`src/rtl/game_ctrl_pkg.sv`:
```
`default_nettype none
// ============================================================================
// Module      : game_ctrl_pkg
// Description : Shared cell, turn and board types for the tic-tac-toe
//               controller, plus a cell-extraction helper.
// Revision    : 1.0 - initial release
// ============================================================================
package game_ctrl_pkg;

   // One 2-bit cell value (blank / X / O)
   typedef logic [1:0]  STATE_T;
   // Nine cells, cell i at bits [2i+1:2i]
   typedef logic [17:0] BOARD_T;
   // Cell index 0..8 (values 9..15 are illegal requests)
   typedef logic [3:0]  INDEX_T;
   typedef logic        FLAG_T;

   localparam STATE_T CELL_BLANK  = 2'b00;
   localparam STATE_T CELL_X      = 2'b01;
   localparam STATE_T CELL_O      = 2'b10;

   localparam FLAG_T  TURN_PLAYER = 1'b0;
   localparam FLAG_T  TURN_AI     = 1'b1;

   // Returns the cell at idx; only meaningful for idx <= 8
   function automatic STATE_T get_cell(input BOARD_T b, input INDEX_T idx);
      return STATE_T'(b >> {idx, 1'b0});
   endfunction

endpackage
`default_nettype wire

```
`src/rtl/game_ctrl_if.sv`:
```
`default_nettype none
// ============================================================================
// Module      : game_ctrl_if
// Description : Move-request and game-status bundle between the players and
//               the game controller.
// Revision    : 1.0 - initial release
// ============================================================================
interface game_ctrl_if;
   import game_ctrl_pkg::*;

   INDEX_T   p_loc;
   FLAG_T    p_submit;
   INDEX_T   a_loc;
   STATE_T   a_val;
   FLAG_T    a_submit;
   FLAG_T    game_reset;
   BOARD_T   board_state;
   FLAG_T    turn;
   FLAG_T    game_over;
   STATE_T   winner;
   logic [3:0] move_count;
   FLAG_T    err;

   // Side issuing moves and reading status
   modport master (
      output p_loc, p_submit, a_loc, a_val, a_submit, game_reset,
      input  board_state, turn, game_over, winner, move_count, err
   );

   // Game controller side
   modport slave (
      input  p_loc, p_submit, a_loc, a_val, a_submit, game_reset,
      output board_state, turn, game_over, winner, move_count, err
   );

endinterface
`default_nettype wire

```
`src/rtl/line_check_m.sv`:
```
`default_nettype none
// ============================================================================
// Module      : line_check_m
// Description : Combinational three-in-a-row detector for one symbol over
//               the 8 lines (3 rows, 3 columns, 2 diagonals).
// Revision    : 1.0 - initial release
// ============================================================================
module line_check_m
   import game_ctrl_pkg::*;
(
   input  BOARD_T i_board,
   input  STATE_T i_symbol,
   output FLAG_T  o_win
);

   logic [8:0] w_hit;

   // Per-cell match against the symbol under test
   generate
      for (genvar g = 0; g < 9; g++) begin : g_cell
         assign w_hit[g] = (i_board[2*g +: 2] == i_symbol);
      end
   endgenerate

   assign o_win = (w_hit[0] & w_hit[1] & w_hit[2]) |
                  (w_hit[3] & w_hit[4] & w_hit[5]) |
                  (w_hit[6] & w_hit[7] & w_hit[8]) |
                  (w_hit[0] & w_hit[3] & w_hit[6]) |
                  (w_hit[1] & w_hit[4] & w_hit[7]) |
                  (w_hit[2] & w_hit[5] & w_hit[8]) |
                  (w_hit[0] & w_hit[4] & w_hit[8]) |
                  (w_hit[2] & w_hit[4] & w_hit[6]);

endmodule
`default_nettype wire

```
`src/rtl/game_ctrl_m.sv`:
```
`default_nettype none
// ============================================================================
// Module      : game_ctrl_m
// Description : Tic-tac-toe referee. Validates alternating player/AI moves,
//               writes the board, detects wins/draws and forfeits an idle AI.
// Revision    : 1.0 - initial release
// ============================================================================
module game_ctrl_m
   import game_ctrl_pkg::*;
#(
   parameter int AI_TIMEOUT   = 64,
   parameter int PLAYER_FIRST = 1
)(
   input  logic         clk,
   input  logic         rst,
   game_ctrl_if.slave   bus
);

   typedef enum logic [1:0] {
      P_TURN = 2'd0,
      A_TURN = 2'd1,
      CHECK  = 2'd2,
      DONE   = 2'd3
   } fsm_t;

   // Timeout counter holds 0..AI_TIMEOUT-1; the last value is the forfeit cycle
   localparam int            TW         = (AI_TIMEOUT > 1) ? $clog2(AI_TIMEOUT) : 1;
   localparam logic [TW-1:0] TMO_LAST   = TW'(AI_TIMEOUT - 1);
   localparam fsm_t          START_ST   = (PLAYER_FIRST != 0) ? P_TURN : A_TURN;
   localparam FLAG_T         START_TURN = (PLAYER_FIRST != 0) ? TURN_PLAYER : TURN_AI;

   fsm_t          r_state, w_state_nxt;
   BOARD_T        r_board;
   STATE_T        r_winner;
   logic [3:0]    r_count;
   FLAG_T         r_turn, r_game_over, r_err, r_p_prev, r_a_prev;
   logic [TW-1:0] r_tmo;

   FLAG_T  w_p_req, w_a_req, w_req, w_loc_ok, w_blank, w_val_ok;
   FLAG_T  w_accept, w_reject, w_win, w_full, w_tmo_hit;
   INDEX_T w_loc;
   STATE_T w_sym;

   // r_turn always names the side that owns the current move (also in CHECK)
   assign w_sym     = (r_turn == TURN_AI) ? CELL_O : CELL_X;
   assign w_loc     = (r_turn == TURN_AI) ? bus.a_loc : bus.p_loc;

   assign w_p_req   = bus.p_submit & ~r_p_prev;
   assign w_a_req   = bus.a_submit & ~r_a_prev;
   assign w_req     = ((r_state == P_TURN) & w_p_req) | ((r_state == A_TURN) & w_a_req);
   assign w_loc_ok  = (w_loc <= 4'd8);
   assign w_blank   = (get_cell(r_board, w_loc) == CELL_BLANK);
   assign w_val_ok  = (r_state != A_TURN) || (bus.a_val == CELL_O);
   assign w_accept  = w_req & w_loc_ok & w_blank & w_val_ok;
   assign w_reject  = w_req & ~(w_loc_ok & w_blank & w_val_ok);
   assign w_full    = (r_count == 4'd9);
   assign w_tmo_hit = (r_state == A_TURN) & ~w_accept & (r_tmo == TMO_LAST);

   line_check_m u_line_check (
      .i_board  (r_board),
      .i_symbol (w_sym),
      .o_win    (w_win)
   );

   // State register; a new game restarts from the configured opener
   always_ff @(posedge clk) begin
      if (rst || bus.game_reset) r_state <= START_ST;
      else                       r_state <= w_state_nxt;
   end

   // Next-state decode
   always_comb begin
      w_state_nxt = r_state;
      case (r_state)
         P_TURN, A_TURN: begin
            if (w_accept)       w_state_nxt = CHECK;
            else if (w_tmo_hit) w_state_nxt = DONE;
         end
         CHECK: begin
            if (w_win || w_full)        w_state_nxt = DONE;
            else if (r_turn == TURN_AI) w_state_nxt = P_TURN;
            else                        w_state_nxt = A_TURN;
         end
         default: w_state_nxt = r_state;
      endcase
   end

   // Board, counters, result flags and submit edge history
   always_ff @(posedge clk) begin
      if (rst || bus.game_reset) begin
         r_board     <= '0;
         r_count     <= 4'd0;
         r_winner    <= CELL_BLANK;
         r_game_over <= 1'b0;
         r_err       <= 1'b0;
         r_tmo       <= '0;
         r_turn      <= START_TURN;
         // Load current levels so a submit held across a reset is not an edge
         r_p_prev    <= bus.p_submit;
         r_a_prev    <= bus.a_submit;
      end else begin
         r_p_prev <= bus.p_submit;
         r_a_prev <= bus.a_submit;
         r_err    <= w_reject;
         if (w_accept) begin
            for (int i = 0; i < 9; i++) begin
               if (w_loc == INDEX_T'(i)) r_board[2*i +: 2] <= w_sym;
            end
            r_count <= r_count + 4'd1;
         end
         // Rejected AI requests keep the clock running
         if ((r_state == A_TURN) && !w_accept) r_tmo <= r_tmo + TW'(1);
         if (w_tmo_hit) begin
            r_winner    <= CELL_X;
            r_game_over <= 1'b1;
         end
         if (r_state == CHECK) begin
            r_tmo <= '0;
            if (w_win) begin
               r_winner    <= w_sym;
               r_game_over <= 1'b1;
            end else if (w_full) begin
               r_game_over <= 1'b1;
            end else begin
               r_turn <= ~r_turn;
            end
         end
      end
   end

   assign bus.board_state = r_board;
   assign bus.turn        = r_turn;
   assign bus.game_over   = r_game_over;
   assign bus.winner      = r_winner;
   assign bus.move_count  = r_count;
   assign bus.err         = r_err;

endmodule
`default_nettype wire
```
`src/flat_wrapper.sv`:
```
// flat-port wrapper written by rule: the top's interface ports become plain ports
module game_ctrl_m_flat import game_ctrl_pkg::*;
#(
   parameter int AI_TIMEOUT   = 64,
   parameter int PLAYER_FIRST = 1
)
  (clk, rst, bus_p_loc, bus_p_submit, bus_a_loc, bus_a_val, bus_a_submit, bus_game_reset, bus_board_state, bus_turn, bus_game_over, bus_winner, bus_move_count, bus_err);
  game_ctrl_if bus_i ();
  input  logic clk;
  input  logic rst;
  input wire logic [$bits(bus_i.p_loc)-1:0] bus_p_loc;
  input wire logic [$bits(bus_i.p_submit)-1:0] bus_p_submit;
  input wire logic [$bits(bus_i.a_loc)-1:0] bus_a_loc;
  input wire logic [$bits(bus_i.a_val)-1:0] bus_a_val;
  input wire logic [$bits(bus_i.a_submit)-1:0] bus_a_submit;
  input wire logic [$bits(bus_i.game_reset)-1:0] bus_game_reset;
  output wire logic [$bits(bus_i.board_state)-1:0] bus_board_state;
  output wire logic [$bits(bus_i.turn)-1:0] bus_turn;
  output wire logic [$bits(bus_i.game_over)-1:0] bus_game_over;
  output wire logic [$bits(bus_i.winner)-1:0] bus_winner;
  output wire logic [$bits(bus_i.move_count)-1:0] bus_move_count;
  output wire logic [$bits(bus_i.err)-1:0] bus_err;
  assign bus_i.p_loc = bus_p_loc;
  assign bus_i.p_submit = bus_p_submit;
  assign bus_i.a_loc = bus_a_loc;
  assign bus_i.a_val = bus_a_val;
  assign bus_i.a_submit = bus_a_submit;
  assign bus_i.game_reset = bus_game_reset;
  assign bus_board_state = bus_i.board_state;
  assign bus_turn = bus_i.turn;
  assign bus_game_over = bus_i.game_over;
  assign bus_winner = bus_i.winner;
  assign bus_move_count = bus_i.move_count;
  assign bus_err = bus_i.err;
  game_ctrl_m #(.AI_TIMEOUT(AI_TIMEOUT), .PLAYER_FIRST(PLAYER_FIRST)) u_core (.clk(clk), .rst(rst), .bus(bus_i));
endmodule
```
`config.mk`:
```
export PLATFORM = sky130hd
export DESIGN_NAME = game_ctrl_m_flat
export DESIGN_NICKNAME = d
export VERILOG_FILES = /design/src/rtl/game_ctrl_pkg.sv /design/src/rtl/game_ctrl_if.sv /design/src/rtl/line_check_m.sv /design/src/rtl/game_ctrl_m.sv /design/src/flat_wrapper.sv
export SDC_FILE = /design/constraint.sdc
export NUM_CORES = 1
export LEC_CHECK = 0
export CORE_MARGIN = 3
export CORE_UTILIZATION = 40
export CTS_CLUSTER_DIAMETER = 80
export CTS_CLUSTER_SIZE = 10
export DETAILED_ROUTE_END_ITERATION = 7
export REMOVE_ABC_BUFFERS = 1
export SLEW_MARGIN = 20
export SYNTH_ARGS = -nofsm -noshare
export SYNTH_HDL_FRONTEND = slang
export SYNTH_SLANG_ARGS = --single-unit
```
`constraint.sdc`:
```
create_clock -name clk -period 2.67 [get_ports clk]
set_input_delay 0.6675 -clock clk [delete_from_list [all_inputs] [get_ports clk]]
set_output_delay 0.6675 -clock clk [all_outputs]
set_load 0.005 [all_outputs]
```
==> results_dict.tcl, run 1 <==
set metrics [dict create \
    status "complete, no violations" \
    die_w_um 77.38 \
    yosys_warnings 0 \
    grt_setup_unrepaired "no" \
    wl_per_cell_um 15.82 \
    post_dp_cell_area_mm2 0.002713 \
    p_sw_frac 0.2562 \
    synth_flop_cell "dfxtp_1" \
    power.internal_uw 802.0 \
    die_h_um 77.38 \
    cts.clk_slew.worst_paths_ns 0.08 \
    hold_class "reg2reg" \
    coreArea_mm2 0.004817 \
    n_antenna_cell 0 \
    cts_max_path_buffers 2 \
    synthCells 242 \
    synth_area_per_cell_um2 8.422 \
    clock_sinks 37 \
    endpoint_kind "flip-flop" \
    cts_inserted_buffers 5 \
    gp_congestion 0.8384 \
    power_leakage_nw 1.033 \
    grtUsageTotal 0.2049 \
    antenna_found_initial 0 \
    crit_required_ns 2.89 \
    grt_max_degree 26 \
    worst_setup_path_start_kind "input pin" \
    cts_tree "built" \
    grt_pass1_wl_mm 9.860 \
    drv_slew 0 \
    synth_common_cells "dfxtp_1 (37), nor2_1 (28), a21oi_1 (14), a41oi_1 (12), inv_1 (10)" \
    dieArea_mm2 0.005988 \
    grt_pass1_vias 1990 \
    clock_latency_ns 0.29 \
    routed_via_density 5.695 \
    min_path_cells 2 \
    regToRegEndpoint "u_core.r_tmo[3]$_SDFFE_PP0P_" \
    htree_levels 2 \
    rows 25 \
    synth-edff-count 0 \
    synth_async_sr_flop_share 0 \
    fmax_ghz 0.3808 \
    drt-total-wl_mm 5.966 \
    finalHoldViolations 0 \
    post_cts_resized 8 \
    p_comb_frac 0.124 \
    max-cap-violations 0 \
    port_buffers 41 \
    holdPathEnd "u_core.bus.winner[0]$_SDFF_PP0_" \
    multi_input_area_mm2 0.001227 \
    ff_latch_area_um2 740.7 \
    worst-path-max-fanout 17 \
    syn_area_mm2 0.002038 \
    yosysTopAreaCell "dfxtp_1" \
    worst_ep_arrival_time_ns 2.85 \
    crit_type "in2reg" \
    r2r_start "u_core.bus.turn$_SDFFE_PP0P_" \
    ys_ff_latch 37 \
    worst_pin_slew_ns 0.5750 \
    drive_gt1_frac 0.1774 \
    first_pass_iters 5 \
    synth_cell_types 54 \
    pin_count 42 \
    rrSetupSlack_ns 0.22 \
    yosysTopAreaCellShare 0.3634 \
    fin_nets 327 \
    min-delay-start "u_core.bus.winner[0]$_SDFF_PP0_" \
    fin_skew_ns 0.005159 \
    relSlewSlack 0.6153 \
    antenna_left 0 \
    cts-hold-fix-buffers 0 \
    reg2reg_depth 8 \
    synth_most_common_cell "dfxtp_1" \
    p_sw_uw 276.3 \
    setup_viol 0 \
    initial_core_util 0.4231 \
    n_fill_cell 469 \
    period_needed_ns 2.626 \
    power_frac_clock 0.357 \
    pwr-share-seq 0.518 \
    hpwl_mm 4.446 \
    finalNonFillerCells 377 \
    peakVddDrop_uv 229.2 \
    ys_seq_area_frac 0.3634 \
    num_vias 2147 \
    synthToLayoutAreaGrowth_pct 39.96 \
    grt-ovfl-total 0 \
    post-route-cell-area_mm2 0.002853 \
    cts-root-buf "clkbuf_8" \
    power.density_mw_per_mm2 378.0 \
    post_cts_buffers 0 \
    dp_cells 369 \
    synth_area_leaders "dfxtp_1 (36%), nor2_1 (5.2%), a41oi_1 (5.2%)" \
    first_iter_violations 140 \
    drc 0 \
    min_period_over_period 0.9836 \
]
-- layer usage --
layer  global-route usage  routed length [um]  up-vias
met1               0.2799                2894     1013
met2               0.3178                2626       70
met4              0.06584                  93        0
li1                     -                   -     1053
met3              0.04872                 352       11
met5                    0                   0        -
-- kinds of logic (layout without fill, tap and decap cells) --
logic type / count (synthesis) / after routing / synth area share
AND/OR/NAND/NOR: 96 / 96 / 0.2615
adder cells (fa/ha/maj): 3 / 3 / 0.01842
multiplexers: 6 / 6 / 0.03069
XOR/XNOR: 1 / 1 / 0.004298
buffers and inverters: 25 / 93 / 0.05954
flip-flops: 37 / 37 / 0.3634
AO/OA/AOI/OAI: 74 / 74 / 0.2621
-- area by class of cell --
type / count / share of cell area
clock buffer: 5 / 0.02412
clock inverter: 3 / 0.006140
inverter: 11 / 0.01447
multi-input combinational: 180 / 0.4303
sequential: 37 / 0.2596
tap: 67 / 0.02939
timing repair buffer: 74 / 0.2360
-- state kept, by name (all words and copies together) (netlist names) --
name,flops
u_core.bus.err,1
u_core.bus.winner,2
u_core.bus.board_state,18
u_core.bus.turn,1
u_core.r_tmo,6
u_core.r_p_prev,1
u_core.r_a_prev,1
u_core.r_state,2
u_core.bus.move_count,4
u_core.bus.game_over,1
-- power groups by stage --
stage / clock network, mW / registers, mW / logic, mW
6_report: 0.385 / 0.559 / 0.134
5_1_grt: 0.422 / 0.560 / 0.144
4_1_cts: 0.398 / 0.559 / 0.131
3_5_place_dp: 0 / 0.572 / 0.127
3_3_place_gp: 0 / 0.572 / 0.127
2_1_floorplan: 0 / 0.572 / 0.0452
-- worst max-delay path, stage by stage --
cell             delay, ns
clkdlybuf4s50_1       0.55
and3b_1               0.24
a22o_1                0.22
a31oi_1               0.18
and3_4                0.24
buf_12                0.15
or4_1                 0.46
a21oi_1               0.14
-- per-stage QoR --
step | util | power (mW) | TNS (ns) | setup WS (ns) | hold slack [ns]
after floorplan | - | 0.6174 | -1.807 | -0.1358 | 0.4608
after global placement | 0.5631 | 0.6985 | -8.323 | -0.3953 | 0.4687
after detailed placement | 0.5631 | 0.6990 | -8.963 | -0.4014 | 0.4737
after CTS | 0.5875 | 1.087 | 0 | 0.005616 | 0.4850
after global routing | 0.5922 | 1.126 | 0 | 0.006737 | 0.5132
final | 0.5922 | 1.078 | 0 | 0.04387 | 0.4745
-- how the worst max path moves through the flow --
| stage | slack (ns) | to | from |
|---|---|---|---|
| finish | 0.04 | u_core.r_tmo[3]$_SDFFE_PP0P_ | bus_a_loc[2] |
| CTS | 0.006 | u_core.bus.board_state[6]$_SDFFE_PP0P_ | bus_a_loc[0] |
| global placement | -0.40 | u_core.bus.board_state[2]$_SDFFE_PP0P_ | bus_a_loc[0] |
| floorplan | -0.14 | u_core.r_tmo[3]$_SDFFE_PP0P_ | u_core.bus.turn$_SDFFE_PP0P_ |
| global route | 0.007 | u_core.r_tmo[3]$_SDFFE_PP0P_ | bus_a_loc[1] |
| detailed placement | -0.40 | u_core.r_tmo[3]$_SDFFE_PP0P_ | bus_p_loc[2] |
-- placed cells by master (no fill, tap or decap), types with 2 or more instances in the layout --
master           count
a22o_1               3
nor2_1              28
and3b_1              2
nand4_1              4
or3b_1               3
a211oi_1             2
nor3_1               5
a41oi_1             12
inv_1               10
clkinv_2             2
buf_4               32
nand3_1              5
and3_1               3
or4_1                2
mux2i_1              3
nor4_1               2
dlymetal6s2s_1       2
o21a_1               4
dlygate4sd2_1        2
nand2_1              9
nand2b_1             8
nor2b_1              3
clkdlybuf4s50_1     37
a21oi_1             14
a31oi_1              3
o31ai_1              4
or3_1                7
o21ai_1              7
a41o_1               2
o21ai_0              2
nand3b_1             5
clkbuf_8             5
o22ai_1              9
dfxtp_1             37
ha_1                 3
Power figures use the tool's default switching activity.
==> inputs of run 2 (changes only) <==
- CORE_UTILIZATION: 40 -> 46
- PLACE_DENSITY: default -> 0.73
==> results_dict.tcl, run 2 (synthesized netlist as in run 1, its figures left out) <==
set metrics [dict create \
    cp_top_family "simple AND/OR/NAND/NOR gates" \
    crit_required_ns 2.89 \
    n_antenna_cell 0 \
    cts.clk_slew.worst_paths_ns 0.07 \
    antenna_found_initial 0 \
    grt_pass1_vias 2130 \
    grt_pass1_wl_mm 9.922 \
    first_pass_iters 4 \
    drt-total-wl_mm 6.210 \
    crit_type "in2reg" \
    worst_pin_slew_ns 0.4990 \
    dieArea_mm2 0.005266 \
    cts_tree "built" \
    layout_common_cells "clkdlybuf4s50_1 (37), dfxtp_1 (37), buf_4 (32)" \
    grtUsageTotal 0.2351 \
    routed_via_density 6.064 \
    power_leakage_nw 1.081 \
    wl_per_cell_um 17.20 \
    reg2reg_depth 8 \
    p_sw_frac 0.2339 \
    pin_count 42 \
    pwr-share-seq 0.476 \
    num_vias 2189 \
    rrSetupSlack_ns 0.14 \
    regToRegEndpoint "u_core.r_tmo[4]$_SDFFE_PP0P_" \
    peakVddDrop_uv 405.7 \
    port_buffers 41 \
    initial_core_util 0.4918 \
    critical_path.max_stage_delay_ns 0.54 \
    min_path_cells 2 \
    worst-path-max-fanout 12 \
    power_frac_clock 0.400 \
    holdPathEnd "u_core.bus.winner[0]$_SDFF_PP0_" \
    endpoint_kind "flip-flop" \
    setup_viol 0 \
    rows 23 \
    fin_skew_ns 0.006184 \
    largest_reg_flops 18 \
    max-cap-violations 0 \
    min-delay-start "u_core.bus.winner[0]$_SDFF_PP0_" \
    period_needed_ns 2.628 \
    clock_sinks 37 \
    antenna_left 0 \
    coreArea_mm2 0.004144 \
    cts-root-buf "clkbuf_8" \
    drive_gt1_frac 0.2058 \
    min_period_over_period 0.9843 \
    die_w_um 72.57 \
    fin_nets 329 \
    worst_ep_arrival_time_ns 2.85 \
    drc 0 \
    cts_max_path_buffers 2 \
    clock_latency_ns 0.29 \
    synthToLayoutAreaGrowth_pct 44.01 \
    htree_levels 2 \
    p_comb_frac 0.123 \
    p_sw_uw 274.7 \
    grt_setup_unrepaired "yes" \
    crit_path_cell_trace "clkdlybuf4s50_1 -> or4_4 -> o31ai_4 -> a32oi_2 -> and3_4 -> buf_4 -> or4_1 -> a21oi_2" \
    grt_max_degree 26 \
    fmax_ghz 0.3805 \
    total_power_mw 1.174 \
    hold_class "reg2reg" \
    power.internal_uw 899.8 \
    first_iter_violations 208 \
    cts_inserted_buffers 5 \
    cpMaxStageDelayCell "or4_4" \
    gp_congestion 0.8475 \
    finalHoldViolations 0 \
    power.density_mw_per_mm2 400.1 \
    drv_slew 0 \
    worst_setup_path_start_kind "input pin" \
    r2r_start "u_core.bus.turn$_SDFFE_PP0P_" \
    grt-ovfl-total 0 \
    crit_buf_inv 2 \
    status "complete, no violations" \
    hpwl_mm 4.272 \
    final_util 0.7083 \
    relSlewSlack 0.6661 \
    die_h_um 72.57 \
]
## run 2: changes by cell type in the layout (fill, tap and decap cells not counted), moves of 2 or more
| cell | change |
|---|---|
| a21oi_1 | -2 |
| a21oi_2 | +2 |
| buf_6 | +2 |
| dlygate4sd2_1 | -2 |
| dlymetal6s2s_1 | +2 |
| mux2i_1 | -2 |
## run 2: layout make-up
| type | count | area (um^2) |
|---|---|---|
| Clock inverter | 2 | 35.03 |
| Timing Repair Buffer | 76 | 703.2 |
| Sequential cell | 37 | 740.7 |
| Inverter | 11 | 41.29 |
| Clock buffer | 5 | 68.82 |
| Fill cell | 332 | 1209 |
| Multi-Input combinational cell | 180 | 1284 |
| Tap cell | 50 | 62.56 |
## run 2: worst max-delay path by stage
stage / startpoint / to / cells past startpoint
final: bus_p_loc[3] / u_core.r_tmo[4]$_SDFFE_PP0P_ / 8
after global routing: bus_p_loc[1] / u_core.r_tmo[3]$_SDFFE_PP0P_ / 9
after CTS: bus_a_loc[0] / u_core.bus.move_count[3]$_SDFFE_PP0P_ / 8
after detailed placement: bus_p_loc[3] / u_core.r_tmo[4]$_SDFFE_PP0P_ / 9
after global placement: bus_p_loc[3] / u_core.r_tmo[3]$_SDFFE_PP0P_ / 9
after floorplan: u_core.bus.turn$_SDFFE_PP0P_ / u_core.r_tmo[3]$_SDFFE_PP0P_ / 6
## run 2: power groups by stage
stage / logic (mW) / registers [mW] / clock network, mW
after global placement: 0.125 / 0.572 / 0
after detailed placement: 0.126 / 0.572 / 0
after floorplan: 0.0452 / 0.572 / 0
final: 0.145 / 0.560 / 0.470
after global routing: 0.155 / 0.560 / 0.497
after CTS: 0.129 / 0.560 / 0.472
## run 2: worst min-delay path, stage by stage (launching register included)
cell,delay [ns]
dfxtp_1,0.32
inv_1,0.05
a221oi_1,0.06
## run 2: what timing repair did
item                       4_1_cts  5_1_grt
hold buffers                     0        0
resized for setup                2       23
setup buffers                    1        2
cloned                           0        0
setup endpoints to repair        9       32
pin swaps                        1        7
## run 2: per-layer routing
layer	up-vias	routed length, um	track usage
met3	12	252	0.04155
met1	1060	2939	0.3387
met2	61	2925	0.3507
met4	0	92	0.08197
met5	-	0	0
li1	1056	-	-
## run 2: metrics by stage
| stage | hold slack, ns | setup TNS, ns | cells | setup slack [ns] | area (um^2) |
|---|---|---|---|---|---|
| finish | 0.4836 | 0 | 361 | 0.04196 | 2935 |
| global route | 0.5058 | -0.02879 | 361 | -0.01464 | 2935 |
| CTS | 0.4892 | -0.2097 | 359 | -0.04989 | 2804 |
| detailed placement | 0.4727 | -7.845 | 351 | -0.4867 | 2684 |
| global placement | 0.4664 | -6.360 | 351 | -0.4386 | 2684 |
| floorplan | 0.4608 | -1.807 | 228 | -0.1358 | 1958 |
==> inputs of run 3 (changes only) <==
- ABC_AREA: default -> 0
- PLACE_DENSITY: 0.73 -> default
- PLACE_DENSITY_LB_ADDON: default -> 0.3
- clock period: 2.67 -> 2.2 ns (I/O delays scaled with it)
==> results_dict.tcl, run 3 (synthesized netlist as in run 1, its figures left out) <==
set metrics [dict create \
    crit_required_ns 2.44 \
    port_buffers 41 \
    cts_inserted_buffers 5 \
    routed.top_layer "met4" \
    first_pass_iters 5 \
    wl_met2_mm 3.607 \
    path_depth 10 \
    final_util 0.7959 \
    grt_pass1_vias 2266 \
    antenna_found_initial 0 \
    fmax_ghz 0.4226 \
    dp_cells 365 \
    cts_max_path_buffers 2 \
    first_iter_violations 231 \
    htree_levels 2 \
    clock_latency_ns 0.30 \
    violations "negative setup slack" \
    clock_sinks 37 \
    synthToLayoutAreaGrowth_pct 61.82 \
    power_leakage_nw 1.200 \
    gp_congestion 0.8731 \
    endpoint_kind "flip-flop" \
    post_dp_cell_area_mm2 0.002776 \
    route.met3.wl_um 583 \
    drive_gt1_frac 0.3264 \
    crit_path_cell_trace "clkdlybuf4s15_1 -> nor4b_4 -> o21ai_2 -> a221oi_4 -> buf_4 -> nand3_4 -> buf_6 -> buf_6 -> a31oi_1 -> a41o_1" \
    pre_cts_ws_ns -0.7644 \
    routedLengthMet1_mm 3.264 \
    peakVddDrop_uv 282.1 \
    grt-ovfl-total 0 \
    hold_class "reg2reg" \
    drv_slew 0 \
    fin_skew_ns 0.009417 \
    power.internal_mw 1.148 \
    n_antenna_cell 0 \
    max-cap-violations 0 \
    period_needed_ns 2.366 \
    status "finished, violations left" \
    grtUsageTotal 0.2709 \
    pin_count 42 \
    finalHoldViolations 0 \
    wl_per_cell_um 20.23 \
    layout_commonest_cell "buf_4" \
    reg2reg_depth 10 \
    grt_max_degree 17 \
    critical_path.max_stage_delay_ns 0.43 \
    p_sw_uw 366.5 \
    die_h_um 72.57 \
    setup_slack_ns -0.1664 \
    worst-path-max-fanout 6 \
    power_frac_clock 0.410 \
    cts-hold-fix-buffers 0 \
    worst_pin_slew_ns 0.4353 \
    cts_tree "built" \
    dieArea_mm2 0.005266 \
    initial_core_util 0.4918 \
    cts-root-buf "clkbuf_8" \
    grt_setup_unrepaired "yes" \
    drt-total-wl_mm 7.830 \
    hpwl_mm 4.406 \
    cp_common_cell "buf_6" \
    crit_buf_inv 4 \
    rows 23 \
    worst_setup_path_start_kind "input pin" \
    crit_type "in2reg" \
    power.density_mw_per_mm2 459.2 \
    rrSetupSlack_ns -0.06 \
    setup_viol 32 \
    p_sw_frac 0.2420 \
    regToRegEndpoint "u_core.r_tmo[2]$_SDFFE_PP0P_" \
    drc 0 \
    endpoint "u_core.r_tmo[2]$_SDFFE_PP0P_" \
    coreArea_mm2 0.004144 \
    post-route-cell-area_mm2 0.003298 \
    die_w_um 72.57 \
    layout_common_cells "buf_4 (48), dfxtp_1 (36), clkdlybuf4s50_1 (32)" \
    grt_pass1_wl_mm 11.07 \
    worst_ep_arrival_time_ns 2.61 \
    cp_top_family "buffers and inverters" \
    finalNonFillerCells 387 \
    fin_nets 354 \
    p_comb_frac 0.142 \
    pwr-share-seq 0.447 \
    r2r_start "u_core.bus.turn$_SDFFE_PP0P_" \
    setup_tns_ns -2.232 \
    routed_via_density 6.429 \
    cts.clk_slew.worst_paths_ns 0.08 \
    relSlewSlack 0.7066 \
    largest_reg_flops 18 \
    setup.worst_path.start "bus_a_loc[0]" \
    cpMaxStageDelayCell "nor4b_4" \
    antenna_left 0 \
    min_period_over_period 1.076 \
    num_vias 2488 \
]
[run 3: cell count changes in the layout (fill, tap and decap cells not counted), moves of 4 or more]
cell / change
clkdlybuf4s50_1: -5
dlymetal6s2s_1: -4
buf_6: +8
buf_4: +16
[run 3: how the worst min path moves through the flow]
stage | start | endpoint | slack [ns] | cells after the start
2_1_floorplan | u_core.r_tmo[4]$_SDFFE_PP0P_ | u_core.r_tmo[4]$_SDFFE_PP0P_ | 0.46 | 2
3_3_place_gp | u_core.bus.winner[0]$_SDFF_PP0_ | u_core.bus.winner[0]$_SDFF_PP0_ | 0.47 | 2
3_5_place_dp | u_core.bus.winner[0]$_SDFF_PP0_ | u_core.bus.winner[0]$_SDFF_PP0_ | 0.46 | 2
4_1_cts | u_core.bus.winner[0]$_SDFF_PP0_ | u_core.bus.winner[0]$_SDFF_PP0_ | 0.48 | 2
5_1_grt | bus_p_submit | u_core.r_p_prev$_DFF_P_ | 0.50 | 1
6_report | u_core.bus.winner[0]$_SDFF_PP0_ | u_core.bus.winner[0]$_SDFF_PP0_ | 0.47 | 2
[run 3: power by group through the flow]
stage / registers, mW / clock network (mW) / logic, mW
floorplan: 0.694 / 0 / 0.0548
global placement: 0.694 / 0 / 0.159
detailed placement: 0.694 / 0 / 0.161
CTS: 0.677 / 0.616 / 0.176
global route: 0.678 / 0.653 / 0.226
finish: 0.678 / 0.621 / 0.216
[run 3: worst min-delay path, cell delays in order, from the launching register on]
cell      delay (ns)
dfxtp_1         0.32
inv_1           0.05
a221oi_1        0.06
[run 3: cell type report]
type / count / area, um^2
fill: 258 / 845.8
clock inverter: 1 / 30.03
timing repair buffer: 101 / 890.9
tap: 50 / 62.56
inverter: 11 / 41.29
sequential: 37 / 744.5
clock buffer: 7 / 86.33
multi-input combinational: 180 / 1443
[run 3: per-stage QoR]
step,hold WS [ns],total power [mW]
floorplan,0.4608,0.7492
global placement,0.4667,0.8533
detailed placement,0.4642,0.8551
CTS,0.4784,1.469
global route,0.4985,1.557
finish,0.4741,1.514
[run 3: what timing repair did]
item | 4_1_cts | 5_1_grt
cloned | 0 | 1
buffers inserted | 5 | 8
resized for setup | 40 | 42
pin swaps | 10 | 23
endpoints found under the setup margin | 34 | 34
[run 3: metal layers]
layer	GRT usage	vias to the layer above
li1	-	1112
met1	0.3613	1159
met2	0.4068	176
met3	0.07064	41
met4	0.1250	0
met5	0	-
